## config.mk

```make
export PLATFORM = sky130hd
export DESIGN_NAME = uart_frame_parser_flat
export DESIGN_NICKNAME = d
export VERILOG_FILES = /design/src/rtl/uart_frame_parser_pkg.sv /design/src/rtl/uart_frame_parser_if.sv /design/src/rtl/uart_frame_buf.sv /design/src/rtl/uart_frame_parser.sv /design/src/flat_wrapper.sv
export SDC_FILE = /design/constraint.sdc
export NUM_CORES = 1
export LEC_CHECK = 0
export BUFFER_PORTS_ARGS = -buffer_cell sky130_fd_sc_hd__buf_2
export CAP_MARGIN = 20
export CORE_ASPECT_RATIO = 1.75
export CORE_MARGIN = 1
export CORE_UTILIZATION = 50
export CTS_CLUSTER_SIZE = 14
export DETAILED_ROUTE_END_ITERATION = 16
export GPL_TIMING_DRIVEN = 1
export PLACE_DENSITY = 0.69
export SETUP_SLACK_MARGIN = 0.02
export SLEW_MARGIN = 20
export SYNTH_ARGS = -nofsm -noshare
export SYNTH_HDL_FRONTEND = slang
export SYNTH_SLANG_ARGS = --single-unit
```

## constraint.sdc

```tcl
create_clock -name sys_clk -period 2.2 [get_ports sys_clk]
set_clock_uncertainty 0.05 [all_clocks]
set_input_delay 0.44 -clock sys_clk [delete_from_list [all_inputs] [get_ports sys_clk]]
set_output_delay 0.44 -clock sys_clk [all_outputs]
set_load 0.005 [all_outputs]
```

## src/rtl/uart_frame_parser_pkg.sv

```systemverilog
`default_nettype none
// ============================================================================
//  Module   : uart_frame_parser_pkg
//  Brief    : Shared state encoding, default header bytes and timeout sizing
//             for the UART command-frame parser.
//  Revision : 1.0
// ============================================================================
package uart_frame_parser_pkg;

    typedef enum logic [2:0] {
        ST_IDLE     = 3'd0,
        ST_WAIT_H1  = 3'd1,
        ST_GET_LEN  = 3'd2,
        ST_GET_PAY  = 3'd3,
        ST_GET_CSUM = 3'd4,
        ST_DRAIN    = 3'd5
    } state_t;

    localparam logic [7:0] c_hdr0 = 8'h55;
    localparam logic [7:0] c_hdr1 = 8'hAA;

    function automatic int unsigned tmo_cycles(input int unsigned clk_freq,
                                               input int unsigned timeout_us);
        return (clk_freq / 32'd1_000_000) * timeout_us;
    endfunction

endpackage
`default_nettype wire

```

## src/rtl/uart_frame_parser_if.sv

```systemverilog
`default_nettype none
// ============================================================================
//  Module   : uart_frame_parser_if
//  Brief    : Byte-in / payload-stream-out bundle of the frame parser.
//             UART_PARSER_STATS_EN adds the ok_cnt / err_cnt statistics.
//  Revision : 1.0
// ============================================================================
interface uart_frame_parser_if;
    logic       uart_done;
    logic [7:0] uart_data;
    logic [7:0] out_data;
    logic       out_valid;
    logic       out_last;
    logic       out_ready;
    logic       frame_ok;
    logic       frame_err;
    logic       busy;
`ifdef UART_PARSER_STATS_EN
    logic [15:0] ok_cnt;
    logic [15:0] err_cnt;

    modport master (
        input  uart_done, uart_data, out_ready,
        output out_data, out_valid, out_last, frame_ok, frame_err, busy,
        output ok_cnt, err_cnt
    );
    modport slave (
        output uart_done, uart_data, out_ready,
        input  out_data, out_valid, out_last, frame_ok, frame_err, busy,
        input  ok_cnt, err_cnt
    );
`else
    modport master (
        input  uart_done, uart_data, out_ready,
        output out_data, out_valid, out_last, frame_ok, frame_err, busy
    );
    modport slave (
        output uart_done, uart_data, out_ready,
        input  out_data, out_valid, out_last, frame_ok, frame_err, busy
    );
`endif
endinterface
`default_nettype wire

```

## src/rtl/uart_frame_buf.sv

```systemverilog
`default_nettype none
// ============================================================================
//  Module   : uart_frame_buf
//  Brief    : DEPTH x 8 simple dual-port payload store, synchronous write,
//             combinational read.
//  Revision : 1.0
// ============================================================================
module uart_frame_buf #(
    parameter int unsigned DEPTH = 16,
    parameter int unsigned AW    = $clog2(DEPTH)
) (
    input  wire logic          clk,
    input  wire logic          wr_en,
    input  wire logic [AW-1:0] wr_addr,
    input  wire logic [7:0]    wr_data,
    input  wire logic [AW-1:0] rd_addr,
    output logic      [7:0]    rd_data
);
    logic [7:0] r_mem [DEPTH];

    always_ff @(posedge clk) begin
        if (wr_en) begin
            r_mem[wr_addr] <= wr_data;
        end
    end

    assign rd_data = r_mem[rd_addr];

endmodule
`default_nettype wire

```

## src/rtl/uart_frame_parser.sv

```systemverilog
`default_nettype none
// ============================================================================
//  Module   : uart_frame_parser
//  Brief    : Assembles HDR0 HDR1 LEN payload CSUM frames from received UART
//             bytes, verifies the checksum and streams the payload out.
//             Optional statistics counters: UART_PARSER_STATS_EN.
//  Revision : 1.0
// ============================================================================
module uart_frame_parser
    import uart_frame_parser_pkg::*;
#(
    parameter int unsigned CLK_FREQ   = 50000000,
    parameter int unsigned TIMEOUT_US = 1000,
    parameter int unsigned MAX_LEN    = 16,
    parameter logic [7:0]  HDR0       = c_hdr0,
    parameter logic [7:0]  HDR1       = c_hdr1
) (
    input  wire logic           sys_clk,
    input  wire logic           sys_rst,
    uart_frame_parser_if.master bus
);
    localparam int unsigned c_tmo_cyc = tmo_cycles(CLK_FREQ, TIMEOUT_US);
    localparam int unsigned c_tmo_w   = $clog2(c_tmo_cyc + 1);
    localparam int unsigned c_aw      = $clog2(MAX_LEN);
    localparam logic [7:0]  c_max_len = 8'(MAX_LEN);
    // Counter is cleared in the strobe cycle, so expiry at TMO-2 puts the
    // frame_err pulse exactly TMO cycles after the last byte's strobe.
    localparam logic [c_tmo_w-1:0] c_tmo_last =
        (c_tmo_cyc >= 2) ? c_tmo_w'(c_tmo_cyc - 2) : '0;

    state_t               r_state;
    state_t               w_state_nx;
    logic [7:0]           r_len;
    logic [7:0]           r_csum;
    logic [7:0]           r_idx;
    logic [c_tmo_w-1:0]   r_tmo;
    logic                 r_frame_ok;
    logic                 r_frame_err;
    logic                 w_ok;
    logic                 w_err;
    logic                 w_store_len;
    logic                 w_wr_en;
    logic                 w_rd_adv;
    logic                 w_drop;
    logic                 w_tmo;
    logic                 w_last;
    logic                 w_valid;
    logic [7:0]           w_rd_data;

    assign w_tmo   = (r_tmo == c_tmo_last);
    assign w_last  = (r_idx == r_len - 8'd1);
    assign w_valid = (r_state == ST_DRAIN);

    always_ff @(posedge sys_clk or posedge sys_rst) begin
        if (sys_rst) begin
            r_state <= ST_IDLE;
        end else begin
            r_state <= w_state_nx;
        end
    end

    always_comb begin
        w_state_nx  = r_state;
        w_ok        = 1'b0;
        w_err       = 1'b0;
        w_store_len = 1'b0;
        w_wr_en     = 1'b0;
        w_rd_adv    = 1'b0;
        w_drop      = 1'b0;
        case (r_state)
            ST_IDLE: begin
                if (bus.uart_done && bus.uart_data == HDR0) begin
                    w_state_nx = ST_WAIT_H1;
                end
            end
            ST_WAIT_H1: begin
                if (bus.uart_done) begin
                    if (bus.uart_data == HDR1) begin
                        w_state_nx = ST_GET_LEN;
                    end else if (bus.uart_data != HDR0) begin
                        w_state_nx = ST_IDLE;
                    end
                end else if (w_tmo) begin
                    w_err      = 1'b1;
                    w_state_nx = ST_IDLE;
                end
            end
            ST_GET_LEN: begin
                if (bus.uart_done) begin
                    if (bus.uart_data == 8'd0 || bus.uart_data > c_max_len) begin
                        w_err      = 1'b1;
                        w_state_nx = ST_IDLE;
                    end else begin
                        w_store_len = 1'b1;
                        w_state_nx  = ST_GET_PAY;
                    end
                end else if (w_tmo) begin
                    w_err      = 1'b1;
                    w_state_nx = ST_IDLE;
                end
            end
            ST_GET_PAY: begin
                if (bus.uart_done) begin
                    w_wr_en = 1'b1;
                    if (w_last) begin
                        w_state_nx = ST_GET_CSUM;
                    end
                end else if (w_tmo) begin
                    w_err      = 1'b1;
                    w_state_nx = ST_IDLE;
                end
            end
            ST_GET_CSUM: begin
                if (bus.uart_done) begin
                    if (bus.uart_data == r_csum) begin
                        w_ok       = 1'b1;
                        w_state_nx = ST_DRAIN;
                    end else begin
                        w_err      = 1'b1;
                        w_state_nx = ST_IDLE;
                    end
                end else if (w_tmo) begin
                    w_err      = 1'b1;
                    w_state_nx = ST_IDLE;
                end
            end
            ST_DRAIN: begin
                w_drop   = bus.uart_done;
                w_rd_adv = bus.out_ready;
                if (bus.out_ready && w_last) begin
                    w_state_nx = ST_IDLE;
                end
            end
            default: w_state_nx = ST_IDLE;
        endcase
    end

    // r_idx is the write index while collecting and the read index in DRAIN.
    always_ff @(posedge sys_clk or posedge sys_rst) begin
        if (sys_rst) begin
            r_len       <= 8'd0;
            r_csum      <= 8'd0;
            r_idx       <= 8'd0;
            r_tmo       <= '0;
            r_frame_ok  <= 1'b0;
            r_frame_err <= 1'b0;
        end else begin
            r_frame_ok  <= w_ok;
            r_frame_err <= w_err;
            if (w_store_len) begin
                r_len  <= bus.uart_data;
                r_csum <= bus.uart_data;
                r_idx  <= 8'd0;
            end else if (w_wr_en) begin
                r_csum <= r_csum + bus.uart_data;
                r_idx  <= r_idx + 8'd1;
            end else if (w_ok) begin
                r_idx  <= 8'd0;
            end else if (w_rd_adv) begin
                r_idx  <= r_idx + 8'd1;
            end
            if (w_state_nx == ST_IDLE || w_state_nx == ST_DRAIN || bus.uart_done) begin
                r_tmo <= '0;
            end else begin
                r_tmo <= r_tmo + 1'b1;
            end
        end
    end

    uart_frame_buf #(
        .DEPTH (MAX_LEN),
        .AW    (c_aw)
    ) u_buf (
        .clk     (sys_clk),
        .wr_en   (w_wr_en),
        .wr_addr (r_idx[c_aw-1:0]),
        .wr_data (bus.uart_data),
        .rd_addr (r_idx[c_aw-1:0]),
        .rd_data (w_rd_data)
    );

    assign bus.out_valid = w_valid;
    assign bus.out_data  = w_valid ? w_rd_data : 8'h00;
    assign bus.out_last  = w_valid & w_last;
    assign bus.frame_ok  = r_frame_ok;
    assign bus.frame_err = r_frame_err;
    assign bus.busy      = (r_state != ST_IDLE);

`ifdef UART_PARSER_STATS_EN
    logic [15:0] r_ok_cnt;
    logic [15:0] r_err_cnt;

    // Dropped DRAIN bytes count as errors; they never coincide with w_err.
    always_ff @(posedge sys_clk or posedge sys_rst) begin
        if (sys_rst) begin
            r_ok_cnt  <= 16'd0;
            r_err_cnt <= 16'd0;
        end else begin
            if (w_ok && r_ok_cnt != 16'hFFFF) begin
                r_ok_cnt <= r_ok_cnt + 16'd1;
            end
            if ((w_err || w_drop) && r_err_cnt != 16'hFFFF) begin
                r_err_cnt <= r_err_cnt + 16'd1;
            end
        end
    end

    assign bus.ok_cnt  = r_ok_cnt;
    assign bus.err_cnt = r_err_cnt;
`endif

endmodule
`default_nettype wire

```

## src/flat_wrapper.sv

```systemverilog
// flat-port wrapper written by rule: the top's interface ports become plain ports
module uart_frame_parser_flat import uart_frame_parser_pkg::*;
#(
    parameter int unsigned CLK_FREQ   = 50000000,
    parameter int unsigned TIMEOUT_US = 1000,
    parameter int unsigned MAX_LEN    = 16,
    parameter logic [7:0]  HDR0       = c_hdr0,
    parameter logic [7:0]  HDR1       = c_hdr1
)
  (sys_clk, sys_rst, bus_uart_done, bus_uart_data, bus_out_ready, bus_out_data, bus_out_valid, bus_out_last, bus_frame_ok, bus_frame_err, bus_busy);
  uart_frame_parser_if bus_i ();
  input  wire logic sys_clk;
  input  wire logic sys_rst;
  input wire logic [$bits(bus_i.uart_done)-1:0] bus_uart_done;
  input wire logic [$bits(bus_i.uart_data)-1:0] bus_uart_data;
  input wire logic [$bits(bus_i.out_ready)-1:0] bus_out_ready;
  output wire logic [$bits(bus_i.out_data)-1:0] bus_out_data;
  output wire logic [$bits(bus_i.out_valid)-1:0] bus_out_valid;
  output wire logic [$bits(bus_i.out_last)-1:0] bus_out_last;
  output wire logic [$bits(bus_i.frame_ok)-1:0] bus_frame_ok;
  output wire logic [$bits(bus_i.frame_err)-1:0] bus_frame_err;
  output wire logic [$bits(bus_i.busy)-1:0] bus_busy;
  assign bus_i.uart_done = bus_uart_done;
  assign bus_i.uart_data = bus_uart_data;
  assign bus_i.out_ready = bus_out_ready;
  assign bus_out_data = bus_i.out_data;
  assign bus_out_valid = bus_i.out_valid;
  assign bus_out_last = bus_i.out_last;
  assign bus_frame_ok = bus_i.frame_ok;
  assign bus_frame_err = bus_i.frame_err;
  assign bus_busy = bus_i.busy;
  uart_frame_parser #(.CLK_FREQ(CLK_FREQ), .TIMEOUT_US(TIMEOUT_US), .MAX_LEN(MAX_LEN), .HDR0(HDR0), .HDR1(HDR1)) u_core (.sys_clk(sys_clk), .sys_rst(sys_rst), .bus(bus_i));
endmodule
```

## After elaboration in Yosys (flattened, before gate mapping)

Memory sizes are Yosys's and may differ from the RTL's.
Index checks and enable logic that the tools add are counted.

| storage, ports and cells | value |
|---|---|
| flip-flop bits (word level) | 45 |
| RAM bits | 128 |
| bits of input ports | 12 |
| output and inout bits | 13 |
| memories kept | 1 |

| cells by class | value |
|---|---|
| add/subtract/negate cells | 4 |
| $lt $le $gt $ge | 1 |
| eq/ne operators | 12 |
| mux-type cells | 39 |
| bitwise logic cells | 1 |
| reduce and logical (&&, ||, !) cells | 12 |

Memory list:

| memory | depth | width | rd ports | clocked after Yosys merged registers in | write ports | RTL line | text |
|---|---|---|---|---|---|---|---|
| u_core.u_buf.r_mem | 16 | 8 | 1 | 0 | 1 | uart_frame_buf.sv:19 | `logic [7:0] r_mem [DEPTH];` |

Operators with widths:

| operator | count |
|---|---|
| $mux W8 | 7 |
| $mux W3 | 11 |
| $pmux W3 S6 | 1 |
| $mux W1 | 17 |
| $add A16 B1 Y16 const B | 1 |
| $eq A16 B16 Y1 const B | 1 |
| $eq A8 B8 Y1 | 2 |
| $mux W16 | 1 |
| $eq A3 B3 Y1 const B | 3 |
| $add A8 B1 Y8 const B | 1 |
| $add A8 B8 Y8 | 1 |
| $eq A8 B7 Y1 const B | 1 |
| $eq A8 B8 Y1 const B | 1 |
| $gt A8 B5 Y1 const B | 1 |
| $logic_not A8 Y1 | 1 |
| $ne A8 B7 Y1 const B | 1 |
| $sub A8 B1 Y8 const B | 1 |
| $eq A3 B2 Y1 const B | 2 |
| $logic_not A3 Y1 | 2 |
| $reduce_bool A4 Y1 | 1 |
| $eq A3 B1 Y1 const B | 1 |
| $logic_or A1 B1 Y1 | 3 |
| $pmux W1 S3 | 1 |
| $reduce_bool A3 Y1 | 1 |
| 5 further kinds | 6 |

## Logic depth before layout (Yosys ltp)

| depth | value |
|---|---|
| depth after elaboration | 9 |
| gate-level depth with buffers | 9 |
| depth with buffers taken out | 9 |

## Modules after synthesis

Synthesis repeated with hierarchy kept, for this count alone.

| second synthesis, totals | value |
|---|---|
| cell total of the unflattened synthesis | 533 |
| area, all modules | 7845.0 um^2 |

By module, submodules not included:

| module | times used | cells an instance | area an instance (um^2) |
|---|---|---|---|
| uart_frame_buf | 1 | 221 | 4987.3 |
| uart_frame_parser | 1 | 312 | 2857.7 |

## Worst setup path after synthesis

No wires, ideal clock.

| path | value |
|---|---|
| path type | register to output |
| from | reg u_core.r_idx[0] |
| to | out bus_out_data[0] |
| arrival | 1.865 ns |
| slack | -0.155 ns |
| cell stages (with the launch flop) | 6 |
| path buffers | 2 |
| cells stage by stage | dfrtp_1 buf_4 buf_6 mux4_2 mux4_2 and2_1 |

| between the ends | value |
|---|---|
| word-level cells in the longest chain between the ends | 2 |

Ends and longest elaborated chain:

| item | RTL line | text |
|---|---|---|
| start, declared | uart_frame_parser.sv:35 | `logic [7:0] r_idx;` |
| start signal, assigned | uart_frame_parser.sv:156 | `r_idx <= r_idx + 8'd1;` |
| start signal, assigned | uart_frame_parser.sv:160 | `r_idx <= r_idx + 8'd1;` |
| $mem_v2 Z16 W8 | -- |  |
| $mux W8 | uart_frame_parser.sv:183 | `assign bus.out_data = w_valid ? w_rd_data : 8'h00;` |
| end, declared | flat_wrapper.sv:17 | `output wire logic [$bits(bus_i.out_data)-1:0] bus_out_data;` |

Every way passes these cells.

## Worst setup path after layout

| path | value |
|---|---|
| from | reg u_core.r_idx[0] |
| to | out bus_out_data[3] |

Same word-level chain as after synthesis.

==> reports/metrics.yaml <==
run_status:
  violations: "setup timing"
  status: "finished, violations left"
timing:
  rsz0062_at_grt: "yes"
  worstMarginPinSlew_ps: 610.2
  slew_headroom_pct: 59.32
  setup_ws_ps: -693.6
  min_period_ps: 2894
  fin_hold_ws_ps: 109.0
  final_hold_viol_count: 0
  maxSlewViolCount: 0
  finalCritPeriodShare_pct: 131.5
  setup_viol: 10
  max_freq_mhz: 345.6
yosys:
  synth.distinct_cells: 59
  yosysTopAreaCellShare_pct: 49.02
  syn_area_mm2: 0.007841
  synth_cells: 529
  synth_area_leaders: "edfxtp_1, dfrtp_1, mux4_2"
  yosysSeqAreaShare_pct: 63.38
  synth_nets: 556
  synth_top_flop_cell: "edfxtp_1"
  synth_edf_count: 128
  yosysMostFrequentCell: "edfxtp_1"
  yosysTopAreaCell: "edfxtp_1"
  async_flop_share_pct: 26.01
  avgSynthCellArea_um2: 14.82
  yosys_register_bits: 173
  synth_warnings: 0
  ys_top_cells_by_count: "edfxtp_1, nor2_1, dfrtp_1"
setup_path:
  path_max_fanout: 5
  critPathArrivalTime_ps: 2400
  crit_start: "u_core.r_idx[0]"
  timing.rr.start: "u_core.r_idx[0]"
  crit_path_end_kind: "primary output"
  reg2reg_to: "u_core.r_state[0]"
  r2r_cells: 10
  max_stage_delay_ps: 500
  crit_slowest_cell: "mux4_2"
  rrSetupSlack_ps: 60
  cp-start-kind: "register"
  worst-path-buf-inv: 3
  required_ps: 1710
  path_class: "register to primary output"
  crit_chain: "buf_4, clkbuf_16, mux4_2, mux4_2, and2_1, buf_2"
  crit_top_cell: "mux4_2"
  crit_family: "multiplexers"
cells_and_area:
  drive_gt1_share_pct: 33.80
  fin_util_pct: 63.00
  diodes: 0
  final_cells: 834
  synthToLayoutAreaGrowth_pct: 23.04
  layout.nets: 662
route:
  vias_per_cell: 5.827
  wl_mm: 18.26
  drtPass1Iterations: 4
  antenna_left: 0
  drc_errors: 0
  drt_iter0_drc: 254
  wl_per_cell_um: 21.90
  vias: 4860
floorplanning:
  core-area_mm2: 0.01531
  fp.dieArea_mm2: 0.01621
  num_io_pins: 25
  rows: 60
  die_y_um: 167.7
  start_util_pct: 51.20
  chipWidth_um: 96.67
place:
  pre_cts_ws_ps: -379.9
  dp_hpwl_mm: 12.82
  numPortBuffers: 24
  globalplace.congestion: 0.8680
  dp.cells: 789
clock_tree:
  worstSkewPairLatency_ps: 420
  clock-sinks: 173
  clk_path_buf_depth: 2
  htreeDepth: 4
  clk_pin_slew_ps: 70
  numCtsBuffers: 17
  tritoncts: "built"
  clockRootBuffer: "clkbuf_16"
grt:
  grt_pass1_vias: 5181
  grt_start_max_net_pins: 46
  grt_pass1_wl_mm: 28.24
  grt_remaining_overflow: 0
  grt.total_usage_pct: 23.29
  antenna_found_initial: 0
run:
  drv_cap: 0
pwr:
  p_per_area_mw_per_mm2: 690.8
  ir_drop_mv: 0.5793
  p_leak_nw: 3.607
hold_path:
  hold_path.class: "primary input to asynchronous set/reset pin"
## layout by cell type (no fill, tap or decap), drive strengths merged, types with 13 or more instances in the layout
master,instances
edfxtp,128
buf,106
nor2,49
dfrtp,45
nand2,40
mux4,40
inv,24
clkbuf,20
nand3,18
xnor2,16
xor2,14
ha,14
and2,13
## per-stage QoR
step	cell area [um^2]	total power [mW]	TNS [ps]
after floorplan	7869	3.652	-5190
after global placement	8672	3.751	-6278
after detailed placement	8672	3.758	-7809
after CTS	9378	6.701	-5733
after global routing	9648	6.872	-6576
final	9648	6.665	-5789
## timing repair
action,in CTS,in global routing
setup buffers,1,8
pin swaps,10,12
hold buffers,0,0
gates resized for setup,17,20
hold endpoints to repair,0,0
endpoints found under the setup margin,30,31
cloned,0,4
## sequential cells by signal (all words and copies together), names as in the netlist
register	count
u_core.r_tmo	16
u_core.r_len	8
u_core.bus.frame_ok	1
u_core.bus.frame_err	1
u_core.u_buf.r_mem	128
u_core.r_idx	8
u_core.r_csum	8
u_core.r_state	3
## power by group
part / switching [mW] / total [mW] / internal [mW]
sequential: 0.00180 / 3.51 / 3.51
combinational: 0.127 / 0.205 / 0.0780
clock: 1.42 / 2.95 / 1.53
total: 1.55 / 6.66 / 5.12
## cell families (layout without fill, tap and decap cells)
| family | count (synthesis) | in the layout | synth area share, % |
|---|---|---|---|
| and+or+nand+nor | 184 | 184 | 12.21 |
| DFF | 173 | 173 | 63.38 |
| AOI/OAI and AO/OA | 47 | 47 | 4.532 |
| muxes | 41 | 41 | 11.62 |
| buffers and inverters | 39 | 158 | 2.425 |
| xor gates and xnor gates | 30 | 30 | 3.351 |
| adders and majority gates | 15 | 15 | 2.489 |
## cell type report
| cell class | count | area [um^2] |
|---|---|---|
| timing repair buffer | 109 | 907.1 |
| clock buffer | 17 | 425.4 |
| tap | 186 | 232.7 |
| inverter | 17 | 63.81 |
| clock inverter | 15 | 173.9 |
| sequential | 173 | 4971 |
| fill | 1127 | 5667 |
| multi-input combinational | 317 | 2874 |
## per-layer routing
metal | part of all wire [%] | global-route usage (%) | up-vias
met1 | 34 | 24.67 | 2450
met2 | 57 | 43.11 | 142
met5 | 0 | 0 | -
li1 | - | - | 2214
met3 | 3.8 | 4.132 | 54
met4 | 5.2 | 12.91 | 0
## worst register-to-register path: cells and delay by family (launching register included)
kind | cells | cell delay, ps
buffers and inverters | 4 | 590
AOI/OAI and AO/OA | 3 | 440
DFF | 1 | 430
and+or+nand+nor | 2 | 360
xor gates and xnor gates | 1 | 150
## how the worst max path moves through the flow
stage,end,slack (ps),cells after the start
after floorplan,u_core.u_buf.r_mem[0][0],-140,7
after global placement,u_core.r_csum[7],-260,9
after detailed placement,u_core.r_csum[7],-380,9
after CTS,bus_out_data[7],-660,5
after global routing,bus_out_data[3],-740,6
final,bus_out_data[3],-690,6
(Power assumes the default switching activity.)
